==> src/rtl/mem_dbus_stage.sv <==
// Memory-stage register and data-bus initiator.
// Issues one dreq per load/store and holds the pipe until dresp completes.
module mem_dbus_stage (
  input  logic        clk,
  input  logic        resetn,
  input  logic [31:0] e_pc,
  input  logic [31:0] e_val3,
  input  logic [31:0] e_valt,
  input  logic [5:0]  e_icode,
  input  logic [4:0]  e_dst,
  input  logic        M_stall,
  input  logic        M_bubble,
  output logic [31:0] m_pc,
  output logic [5:0]  m_icode,
  output logic [4:0]  m_dst,
  output logic [31:0] m_valM,
  output logic        m_busy,
  output logic        dreq_valid,
  output logic [31:0] dreq_addr,
  output logic [1:0]  dreq_size,
  output logic [3:0]  dreq_strobe,
  output logic [31:0] dreq_data,
  input  logic        dresp_addr_ok,
  input  logic        dresp_data_ok,
  input  logic [31:0] dresp_data
);

  localparam logic [5:0] LB  = 6'h20;
  localparam logic [5:0] LH  = 6'h21;
  localparam logic [5:0] LW  = 6'h23;
  localparam logic [5:0] LBU = 6'h24;
  localparam logic [5:0] LHU = 6'h25;
  localparam logic [5:0] SB  = 6'h28;
  localparam logic [5:0] SH  = 6'h29;
  localparam logic [5:0] SW  = 6'h2b;

  typedef enum logic [1:0] {
    IDLE,
    ADDR,
    DATA
  } state_t;

  state_t      state;
  logic [31:0] val3_q;
  logic [31:0] valt_q;
  logic [31:0] rdata_q;
  logic        load_en;
  logic        e_mem;

  assign m_busy  = (state != IDLE);
  assign load_en = !(M_stall | m_busy);
  assign e_mem   = e_icode inside {LB, LH, LW, LBU, LHU, SB, SH, SW};

  always_ff @(posedge clk or negedge resetn) begin
    if (!resetn) begin
      m_pc    <= '0;
      m_icode <= '0;
      m_dst   <= '0;
      val3_q  <= '0;
      valt_q  <= '0;
      rdata_q <= '0;
      state   <= IDLE;
    end else begin
      if (load_en) begin
        if (M_bubble) begin
          m_pc    <= '0;
          m_icode <= '0;
          m_dst   <= '0;
          val3_q  <= '0;
          valt_q  <= '0;
        end else begin
          m_pc    <= e_pc;
          m_icode <= e_icode;
          m_dst   <= e_dst;
          val3_q  <= e_val3;
          valt_q  <= e_valt;
        end
      end
      unique case (state)
        IDLE: begin
          if (load_en && !M_bubble && e_mem)
            state <= ADDR;
        end
        ADDR: begin
          if (dresp_addr_ok) begin
            if (dresp_data_ok) begin
              rdata_q <= dresp_data;
              state   <= IDLE;
            end else begin
              state <= DATA;
            end
          end
        end
        DATA: begin
          if (dresp_data_ok) begin
            rdata_q <= dresp_data;
            state   <= IDLE;
          end
        end
        default: state <= IDLE;
      endcase
    end
  end

  logic        byte_op;
  logic        half_op;
  logic        word_op;
  logic        store_op;
  logic [31:0] req_addr;
  logic [1:0]  req_size;
  logic [3:0]  req_strobe;
  logic [31:0] req_data;

  assign byte_op  = m_icode inside {LB, LBU, SB};
  assign half_op  = m_icode inside {LH, LHU, SH};
  assign word_op  = m_icode inside {LW, SW};
  assign store_op = m_icode inside {SB, SH, SW};

  always_comb begin
    req_addr   = '0;
    req_size   = 2'd0;
    req_strobe = 4'b0000;
    req_data   = '0;
    unique case (1'b1)
      byte_op: begin
        req_addr = val3_q;
        req_size = 2'd0;
        if (store_op) begin
          req_strobe = 4'b0001 << val3_q[1:0];
          req_data   = {4{valt_q[7:0]}};
        end
      end
      half_op: begin
        req_addr = {val3_q[31:1], 1'b0};
        req_size = 2'd1;
        if (store_op) begin
          req_strobe = val3_q[1] ? 4'b1100 : 4'b0011;
          req_data   = {2{valt_q[15:0]}};
        end
      end
      word_op: begin
        req_addr = {val3_q[31:2], 2'b00};
        req_size = 2'd2;
        if (store_op) begin
          req_strobe = 4'b1111;
          req_data   = valt_q;
        end
      end
      default: ;
    endcase
  end

  // Request fields read zero outside ADDR so the bus sees a clean idle.
  assign dreq_valid  = (state == ADDR);
  assign dreq_addr   = dreq_valid ? req_addr : '0;
  assign dreq_size   = dreq_valid ? req_size : 2'd0;
  assign dreq_strobe = dreq_valid ? req_strobe : 4'b0000;
  assign dreq_data   = dreq_valid ? req_data : '0;

  logic [7:0]  lane_b;
  logic [15:0] lane_h;

  always_comb begin
    lane_b = 8'h00;
    unique case (val3_q[1:0])
      2'd0: lane_b = rdata_q[7:0];
      2'd1: lane_b = rdata_q[15:8];
      2'd2: lane_b = rdata_q[23:16];
      2'd3: lane_b = rdata_q[31:24];
      default: lane_b = 8'h00;
    endcase
  end

  assign lane_h = val3_q[1] ? rdata_q[31:16] : rdata_q[15:0];

  always_comb begin
    m_valM = val3_q;
    unique case (m_icode)
      LB:  m_valM = {{24{lane_b[7]}}, lane_b};
      LBU: m_valM = {24'h0, lane_b};
      LH:  m_valM = {{16{lane_h[15]}}, lane_h};
      LHU: m_valM = {16'h0, lane_h};
      LW:  m_valM = rdata_q;
      default: m_valM = val3_q;
    endcase
  end

endmodule
==> config.mk <==
export PLATFORM = sky130hd
export DESIGN_NAME = mem_dbus_stage
export DESIGN_NICKNAME = d
export VERILOG_FILES = /design/src/rtl/mem_dbus_stage.sv
export SDC_FILE = /design/constraint.sdc
export NUM_CORES = 1
export LEC_CHECK = 0
export CAP_MARGIN = 10
export CORE_MARGIN = 5
export CORE_UTILIZATION = 44
export CTS_BUF_LIST = sky130_fd_sc_hd__clkbuf_16
export DETAILED_ROUTE_END_ITERATION = 10
export HOLD_SLACK_MARGIN = 0.15
export PLACE_DENSITY_LB_ADDON = 0.2
export SLEW_MARGIN = 20
export SYNTH_ARGS = -nofsm -noshare
export SYNTH_HDL_FRONTEND = slang
export SYNTH_SLANG_ARGS = --single-unit
==> constraint.sdc <==
create_clock -name clk -period 3 [get_ports clk]
set_input_delay 0.75 -clock clk [delete_from_list [all_inputs] [get_ports clk]]
set_output_delay 0.75 -clock clk [all_outputs]
set_load 0.1 [all_outputs]
==> impl_results.md, run 1 <==
* Final Slew Violations at 0
* Post-Syn Area per Cell at 9.457 sq um
* # rows at between 40 and 50
* Grt ovf at 0
* DRC at 0
* Setup ws final at -0.1552 ns
* Synth top area share at 47.89%
* R2r startpoint: state[1]
* Die height at around 140 microns
* CP arrival at between 2 and 2.5 ns
* Worst path cell trace: or3b_4 > a2111oi_4 > buf_12 > a221oi_1 > buf_4 > a21oi_4 > buf_12
* Clock buffer depth at 2
* Detailed Route Iter0 Violations at 426
* Post-route cell area at around 13000 sq um
* Max incr delay on CP at 0.53 ns
* Crit path required time at 2.25 ns
* Largest net degree at the start of global routing at 63
* Worst hold slack at 0.3097 ns
* Port Buf Inserts at ~290
* GPL Wtd Cong at around 0.89
* Leakage at approximately 5.5 nW
* Die area at around 20000 sq um
* Clk_lat worst skew at ~0.42 ns
* Setup Skew at 0.008167 ns
* Critical Path Fanout Max at 12
* Nets@finish at roughly 1200
* Root Driver: clkbuf_16
* Power per cell area at about 580 nW/um^2
* Synth Cell Area at ~7400 sq um
* Worst slew margin at between 60% and 70%
* Syn Nets at 924
* H-tree lvl count at 4
* Critical path's slowest cell: dfrtp_4
* Gr usage total at between 20 and 30%
* CP most frequent cell: buf_12
* Synth Register Bits at approximately 140
* Routed WL per cell at a little over 20 microns
* Worst Hold Class: input port to async pin
* Core area at roughly 17000 sq um
* Failing checks: negative setup slack
* Avg Vias per Cell at between 5 and 6
* ANT nets after route at 0
* Critical path startpoint: m_icode[3]
* IO Pins at slightly below 300
* Yosys cell types at 42
* CP Class: flop to output pin
* DR vias at 7135
* Period minus WS final at between 3 and 4 ns
* Dominant cell type by area after synthesis: dfrtp_1
* Peak Freq at approximately 0.32 GHz
* Max-Cap Viols at 0
* Synth Instances at 779
* Clock transition at path regs at 0.06 ns
* Hold violation count in the final report at 0
* Die Wd at 139.4 microns
* Pre-antenna DRT Iters at 5
* Cell Area, Placed at roughly 12000 sq um
* Ys flop type: dfrtp_1
* Async set-reset flop share out of synthesis at 100.0%
* Routed WL at about 27000 microns
* RSZ-0062 raised after global routing: true
* Share of layout cells above drive strength 1 at 36.45%
* First-pass GRT wire length at a little over 40000 microns
* Pwr Total at ~7.5 mW
* Clk sink count at 141
* CTS tree: yes
* Main area contributors after synthesis: dfrtp_1, nand2b_1, o21ai_0
* Startpoint Class: flop
* CP top delay family: buffers and inverters
* Initial antenna violation count at 1
* Count leader, synth: dfrtp_1
* Crit. End Element: output pin
* Syn. warnings at 0
* Status: complete, but fails checks
* Vias in the first global route at approximately 7300
* Initial Util at between 40% and 50%
* Maximum VDD drop at around 0.49 mV
* Seq/Total Area, Yosys at approximately 48%
* EDFF count, synth at 0
* Crit path buffers/inverters at 3
* Most instantiated cells after synthesis: dfrtp_1, nand2_1, o21ai_0
* P&R area growth vs syn at 75.75%
* Least-Margin Pin Slew at ~0.6 ns
* Final Cycle Share at 105.2%
* Final setup fails at 32
* Final HPWL DP at 19850 microns
* Inserted Clock Buffers at 17
[path summary, 6_finish.rpt]
path                                   end  slack, ns  cells after the start
max in group asynchronous       val3_q[25]       2.01                      2
worst min-delay path            valt_q[30]       0.31                      1
worst max register to register  valt_q[16]       1.32                      4
worst min register to register    m_pc[21]       0.49                      2
min in group clk                  m_pc[21]       0.49                      2
worst max-delay path             m_valM[8]      -0.16                      7
[final cells by class]
type | instances | area, sq um
fillers | 1043 | 3577
clock inverters | 15 | 161.4
multi-input cells | 572 | 4065
diodes | 1 | 2.502
flip-flops and latches | 141 | 3551
well taps | 220 | 275.3
repair buffers | 351 | 4452
inverters | 4 | 15.01
clock buffers | 17 | 425.4
[sequential cells by signal, summed over array words and instances, names as in the netlist]
name and flops:
rdata_q 32, m_dst 5, valt_q 32, state 2
val3_q 32, m_icode 6, m_pc 32
[where the power goes]
part,total [mW],internal [mW],switching (mW)
Clock,2.10,1.24,0.865
Sequential,2.68,2.25,0.428
Combinational,2.77,1.05,1.72
Total,7.54,4.53,3.01
[layer usage]
layer	global-route usage (%)	wire length (microns)	share of wire [%]	vias to the layer above
met5	0	0	0	-
met4	14.78	1406	5.1	0
met3	7.273	2163	7.9	83
met2	43.77	13240	48	369
met1	33.73	10610	39	3374
li1	-	-	-	3309
[metrics by stage]
step           cells  setup WS (ns)  setup TNS, ns  utilization (%)
4_1_cts         1306        -0.1550         -2.245            77.02
3_3_place_gp    1263      -0.003364      -0.003364            72.54
3_5_place_dp    1263         0.1473              0            72.57
2_1_floorplan    779        -0.1309         -1.369                -
5_1_grt         1321        -0.2044         -5.340            78.35
6_report        1321        -0.1552         -2.644            78.35
[placed cells by master, fill, tap and decap left out, types with 3 or more instances in the layout]
cell type,netlist,final
clkdlybuf4s50_1,0,142
dfrtp_1,141,135
nand2_1,123,114
buf_12,0,113
o21ai_0,107,107
nand2b_1,106,106
buf_4,1,85
mux2_2,33,33
nor2_1,38,22
and2_2,0,20
clkbuf_16,0,18
a221o_2,0,16
nor2_4,0,16
a22oi_1,22,14
and2_1,31,10
nand2_2,0,9
mux2i_1,9,9
and3_1,11,9
nor3_4,0,8
mux4_2,8,8
a21oi_4,0,8
a31oi_1,9,8
a22oi_2,0,8
buf_6,2,8
dfrtp_4,0,6
a221oi_1,5,5
a22o_2,0,5
inv_1,4,4
inv_6,0,4
a21oi_1,12,3
a22o_4,0,3
nand3b_1,3,3
clkinv_4,0,3
[what timing repair did]
action | 4_1_cts | 5_1_grt
pin swaps | 5 | 24
setup buffers | 10 | 14
hold buffers | 0 | 0
gates cloned | 1 | 1
gates resized for setup | 11 | 20
endpoints found under the setup margin | 49 | 76
[worst register-to-register path: stages (launching register included)]
cell and delay (ns):
dfrtp_1 0.44, or3_4 0.65, buf_12 0.28, nand2_1 0.10, o21ai_0 0.09
[logic make-up after synthesis]
logic type	share of synthesized area, %
AOI/OAI and AO/OA	16.32
muxes	8.713
and+or+nand+nor	23.39
buffers and inverters	3.685
DFF	47.89
(Power assumes the default switching activity.)
==> run 2: changes to the inputs <==
- SLEW_MARGIN: 20 -> default
==> run 2 against run 1 <==
- via count fell by 1.2%
- total power fell by 0.55%
- global-route usage fell by 0.23 points
- cell count fell by 0.91%
- largest power group unchanged
- sequential share of layout area rose by 0.26 points
- wire length fell by 3.4%
- sequential power barely moved
- worst setup slack improved by 0.011 ns
- non-clock buffer count fell by 12
- the flow still finishes with violations (negative setup slack)
- count of clock-buffer cells in the layout did not move
- critical path type unchanged
- die area did not move
==> impl_results.md, run 2 (synthesized netlist as in run 1, its figures left out) <==
* Post-Place Cells at 1263 (unchanged)
* Port Buf Inserts at 291 (unchanged)
* Final setup fails at 32 (unchanged)
* Critical Path Fanout Max at 9 (was 12)
* R2r startpoint: state[1] (unchanged)
* ANT nets after route at 0 (unchanged)
* Nets@finish at 1220 (was 1232)
* Peak Freq at 0.3180 GHz (was 0.3169 GHz)
* Failing checks: negative setup slack (unchanged)
* Worst slew margin at 60.40% (was 60.50%)
* Least-Margin Pin Slew at 0.5940 ns (was 0.5926 ns)
* Hold violation count in the final report at 0 (unchanged)
* DR vias at 7052 (was 7135)
* Detailed Route Iter0 Violations at 386 (was 426)
* IO Pins at 292 (unchanged)
* First-pass GRT wire length at 41320 microns (was 41560 microns)
* Clock transition at path regs at 0.06 ns (about the same)
* Period minus WS final at 3.145 ns (was 3.155 ns)
* Largest net degree at the start of global routing at 63 (unchanged)
* Finished Layout Cells at 1309 (was 1321)
* Clk_lat worst skew at 0.41 ns (was 0.42 ns)
* CP Class: flop to output pin (unchanged)
* Power per cell area at 585.1 nW/um^2 (was 582.7 nW/um^2)
* DRC at 0 (unchanged)
* Final HPWL DP at 19790 microns (was 19850 microns)
* Clock buffer depth at 2 (unchanged)
* Avg Vias per Cell at 5.387 (was 5.401)
* Startpoint Class: flop (unchanged)
* Initial Util at 44.58% (unchanged)
* RSZ-0062 raised after global routing: true (unchanged)
* Root Driver: clkbuf_16 (unchanged)
* Routed WL at 26510 microns (was 27430 microns)
* Commonest non-fill, non-tap cell in the layout: clkdlybuf4s50_1 (unchanged)
* CTS tree: yes (unchanged)
* Setup ws final at -0.1446 ns (was -0.1552 ns)
* Gr usage total at 27.08% (was 27.31%)
* Die area at 19430 sq um (unchanged)
* P&R area growth vs syn at 74.07% (was 75.75%)
* Commonest cells after routing, fill and taps aside: clkdlybuf4s50_1, dfrtp_1, nand2_1 (unchanged)
* Initial antenna violation count at 2 (was 1)
* Inserted Clock Buffers at 17 (unchanged)
* H-tree lvl count at 4 (unchanged)
* CP arrival at 2.39 ns (was 2.41 ns)
* Setup Skew at 0.006650 ns (was 0.008167 ns)
* Share of layout cells above drive strength 1 at 35.75% (was 36.45%)
* Vias in the first global route at 7189 (was 7286)
* Leakage at 5.391 nW (was 5.457 nW)
* Final Cycle Share at 104.8% (was 105.2%)
* GPL Wtd Cong at 0.8913 (unchanged)
* Die height at 139.4 microns (unchanged)
* # rows at 47 (unchanged)
* Crit. End Element: output pin (unchanged)
* Worst Hold Class: input port to async pin (unchanged)
* Crit path required time at 2.25 ns (about the same)
* Die Wd at 139.4 microns (unchanged)
* Max-Cap Viols at 0 (unchanged)
* Final Slew Violations at 0 (unchanged)
* Core area at 16520 sq um (unchanged)
* Critical path startpoint: m_icode[4] (was m_icode[3])
* Grt ovf at 0 (unchanged)
* Status: complete, but fails checks (unchanged)
* Pre-antenna DRT Iters at 5 (unchanged)
* Clk sink count at 141 (unchanged)
* Routed WL per cell at 20.25 microns (was 20.76 microns)
* Setup WS pre-CTS at -0.01019 ns (was 0.1473 ns)
* Maximum VDD drop at 0.4864 mV (was 0.4868 mV)
[run 2: where the power goes]
part | leakage, nW | switching, mW | total (mW) | internal, mW
combinational | 3.30 | 1.70 | 2.74 | 1.04
sequential | 1.80 | 0.414 | 2.66 | 2.25
clock | 0.288 | 0.859 | 2.10 | 1.24
[run 2: worst max-delay path, cell delays in order, from the launching register on]
cell       delay [ns]
dfrtp_4          0.51
or3b_4           0.43
a2111oi_4        0.26
buf_12           0.19
a221oi_1         0.08
buf_4            0.16
a21oi_4          0.16
buf_12           0.19
[run 2: timing repair]
item | CTS | global route
pin swaps | 18 | 12
gates resized for setup | 22 | 8
buffers inserted | 10 | 2
gates cloned | 1 | 0
endpoints found under the hold margin | 0 | 0
setup endpoints to repair | 49 | 46
hold buffers | 0 | 0
[run 2: final cells by class]
type,count,area [sq um]
Clock inverter,15,161.4
Sequential cell,141,3551
Antenna cell,1,2.502
Tap cell,220,275.3
Timing Repair Buffer,339,4318
Fill cell,1066,3701
Multi-Input combinational cell,572,4075
Inverter,4,15.01
Clock buffer,17,425.4
[run 2: layer usage]
layer  GRT usage (%)  vias to the layer above  part of all wire (%)
met3           7.376                       77                   8.3
met5               0                        -                 0.049
met1           33.18                     3341                    38
met2           44.20                      338                    48
met4           13.44                        2                   5.3
li1                -                     3294                     -
[run 2: stage by stage]
step | util (%) | cell area (sq um) | power (mW) | setup TNS, ns | hold slack (ns)
2_1_floorplan | - | 7831 | 4.350 | -1.369 | 0.4502
6_report | 77.60 | 12820 | 7.503 | -2.469 | 0.3050
4_1_cts | 77.32 | 12780 | 7.505 | -2.658 | 0.3293
3_5_place_dp | 72.54 | 11990 | 5.354 | -0.01019 | 0.4721
5_1_grt | 77.60 | 12820 | 7.790 | -4.928 | 0.3378
3_3_place_gp | 72.54 | 11990 | 5.298 | -0.003364 | 0.4623
[run 2: path summary, 6_finish.rpt]
kind / endpoint / slack, ns / cells past startpoint
max reg2reg: valt_q[16] / 1.31 / 4
max in group asynchronous: m_pc[23] / 2.00 / 2
min reg2reg: m_pc[30] / 0.48 / 2
min: valt_q[30] / 0.31 / 1
max: m_valM[8] / -0.14 / 7
min in group clk: m_pc[30] / 0.48 / 2
==> run 3: changes to the inputs <==
- SETUP_SLACK_MARGIN: default -> 0.4
==> run 3 against run 2 <==
- the run still ends with negative setup slack left
- non-clock buffer count up 18
- register-to-register slack worse by 0.14 ns
- fmax increased by 1.1%
==> impl_results.md, run 3 (synthesized netlist as in run 1, its figures left out) <==
* Max-Cap Viols at 0 (unchanged)
* Initial Util at 44.58% (unchanged)
* Status: complete, but fails checks (unchanged)
* Maximum VDD drop at 0.4398 mV (was 0.4864 mV)
* Critical path's slowest cell: dfrtp_4 (unchanged)
* Detailed Route Iter0 Violations at 527 (was 386)
* # rows at 47 (unchanged)
* Crit path buffers/inverters at 5 (was 3)
* Avg Vias per Cell at 5.500 (was 5.387)
* CP most frequent cell: buf_6 (was buf_12)
* Setup Skew at 0.007098 ns (was 0.006650 ns)
* Least-Margin Pin Slew at 0.6733 ns (was 0.5940 ns)
* Max incr delay on CP at 0.52 ns (was 0.51 ns)
* Final HPWL DP at 19780 microns (was 19790 microns)
* Die area at 19430 sq um (unchanged)
* Clk sink count at 141 (unchanged)
* IO Pins at 292 (unchanged)
* CP top delay family: buffers and inverters (unchanged)
* Commonest cells after routing, fill and taps aside: clkdlybuf4s50_1, dfrtp_1, nand2_1 (unchanged)
* Power per cell area at 569.3 nW/um^2 (was 585.1 nW/um^2)
* Setup ws final at -0.1091 ns (was -0.1446 ns)
* Share of layout cells above drive strength 1 at 40.47% (was 35.75%)
* Port Buf Inserts at 291 (unchanged)
* Core Util, Final at 82.04% (was 77.60%)
* H-tree lvl count at 4 (unchanged)
* Root Driver: clkbuf_16 (unchanged)
* Final setup fails at 90 (was 32)
* Commonest non-fill, non-tap cell in the layout: clkdlybuf4s50_1 (unchanged)
* Final Slew Violations at 0 (unchanged)
* Routed WL at 28840 microns (was 26510 microns)
* Post-route cell area at 13560 sq um (was 12820 sq um)
* Clock buffer depth at 2 (unchanged)
* Initial antenna violation count at 0 (was 2)
* Clock transition at path regs at 0.06 ns (about the same)
* CTS tree: yes (unchanged)
* GPL Wtd Cong at 0.9163 (was 0.8913)
* Peak Freq at 0.3216 GHz (was 0.3180 GHz)
* CP Class: flop to output pin (unchanged)
* Nets@finish at 1239 (was 1220)
* RSZ-0062 raised after global routing: true (unchanged)
* Crit path required time at 2.25 ns (about the same)
* Period minus WS final at 3.109 ns (was 3.145 ns)
* Largest net degree at the start of global routing at 108 (was 63)
* Worst Hold Class: input port to async pin (unchanged)
* Worst path cell trace: buf_6 > buf_6 > and4bb_4 > o21a_4 > buf_6 > nand2_8 > buf_4 > nor2_4 > buf_12 (was or3b_4 > a2111oi_4 > buf_12 > a221oi_1 > buf_4 > a21oi_4 > buf_12)
* DR vias at 7299 (was 7052)
* # diodes at 0 (was 1)
* Core area at 16520 sq um (unchanged)
* Pre-antenna DRT Iters at 5 (unchanged)
* Vias in the first global route at 7483 (was 7189)
* Finished Layout Cells at 1327 (was 1309)
* DRC at 0 (unchanged)
* Reg area at 3553 sq um (was 3551 sq um)
* Cell Area, Placed at 12360 sq um (was 11990 sq um)
* Setup WS pre-CTS at 0.2074 ns (was -0.01019 ns)
* Die height at 139.4 microns (unchanged)
* Worst hold slack at 0.3352 ns (was 0.3050 ns)
* First-pass GRT wire length at 43250 microns (was 41320 microns)
* Inserted Clock Buffers at 17 (unchanged)
* Critical Path Fanout Max at 6 (was 9)
* Worst reg2reg setup slack at 1.17 ns (was 1.31 ns)
* Startpoint Class: flop (unchanged)
* Grt ovf at 0 (unchanged)
* Worst slew margin at 55.11% (was 60.40%)
* Hold violation count in the final report at 0 (unchanged)
* Crit. End Element: output pin (unchanged)
* Leakage at 5.724 nW (was 5.391 nW)
* Post-Place Cells at 1256 (was 1263)
* Routed WL per cell at 21.74 microns (was 20.25 microns)
* Gr usage total at 28.53% (was 27.08%)
* ANT nets after route at 0 (unchanged)
* Fill cell count at 930 (was 1066)
* Multi-input gate area at 4542 sq um (was 4075 sq um)
* P&R area growth vs syn at 84.02% (was 74.07%)
* Failing checks: negative setup slack (unchanged)
* CP arrival at 2.36 ns (was 2.39 ns)
* Clk_lat worst skew at 0.43 ns (was 0.41 ns)
* Die Wd at 139.4 microns (unchanged)
* Final Cycle Share at 103.6% (was 104.8%)
run 3: final cells by class:
| class | instances | area share [%] |
|---|---|---|
| Tap cell | 220 | 2.030 |
| Sequential cell | 141 | 26.21 |
| Clock buffer | 17 | 3.138 |
| Timing Repair Buffer | 357 | 33.72 |
| Inverter | 4 | 0.1384 |
| Clock inverter | 15 | 1.255 |
| Multi-Input combinational cell | 573 | 33.50 |
run 3: repair_timing:
action                     4_1_cts  5_1_grt
hold buffers                     0        0
gates cloned                     2        2
pin swaps                       25       17
resized for setup               35       17
setup endpoints to repair      100      102
setup buffers                   22       13
run 3: final timing paths:
check,from,end,cells past startpoint
worst max register to register,state[1],m_pc[25],4
worst max-delay path,m_icode[4],dreq_data[31],9
min in group clk,m_pc[21],m_pc[21],2
max in group asynchronous,resetn,valt_q[14],2
worst min-delay path,resetn,val3_q[15],1
worst min register to register,m_pc[21],m_pc[21],2
run 3: layer usage:
metal  part of all wire (%)  track usage (%)
met1                     37            34.28
met4                    4.0            12.15
met2                     51            47.74
met3                    8.1            8.576
met5                      0                0
run 3: power breakdown:
group          switching [mW]  internal [mW]  leakage (nW)
combinational            1.73           1.09          3.63
sequential              0.498           2.25          1.80
clock                   0.959           1.19         0.295
run 3: stage by stage:
stage | total power, mW | TNS, ns
4_1_cts | 7.661 | -2.865
3_3_place_gp | 5.387 | 0
2_1_floorplan | 4.471 | -0.5427
3_5_place_dp | 5.444 | 0
5_1_grt | 7.966 | -9.115
6_report | 7.719 | -4.747
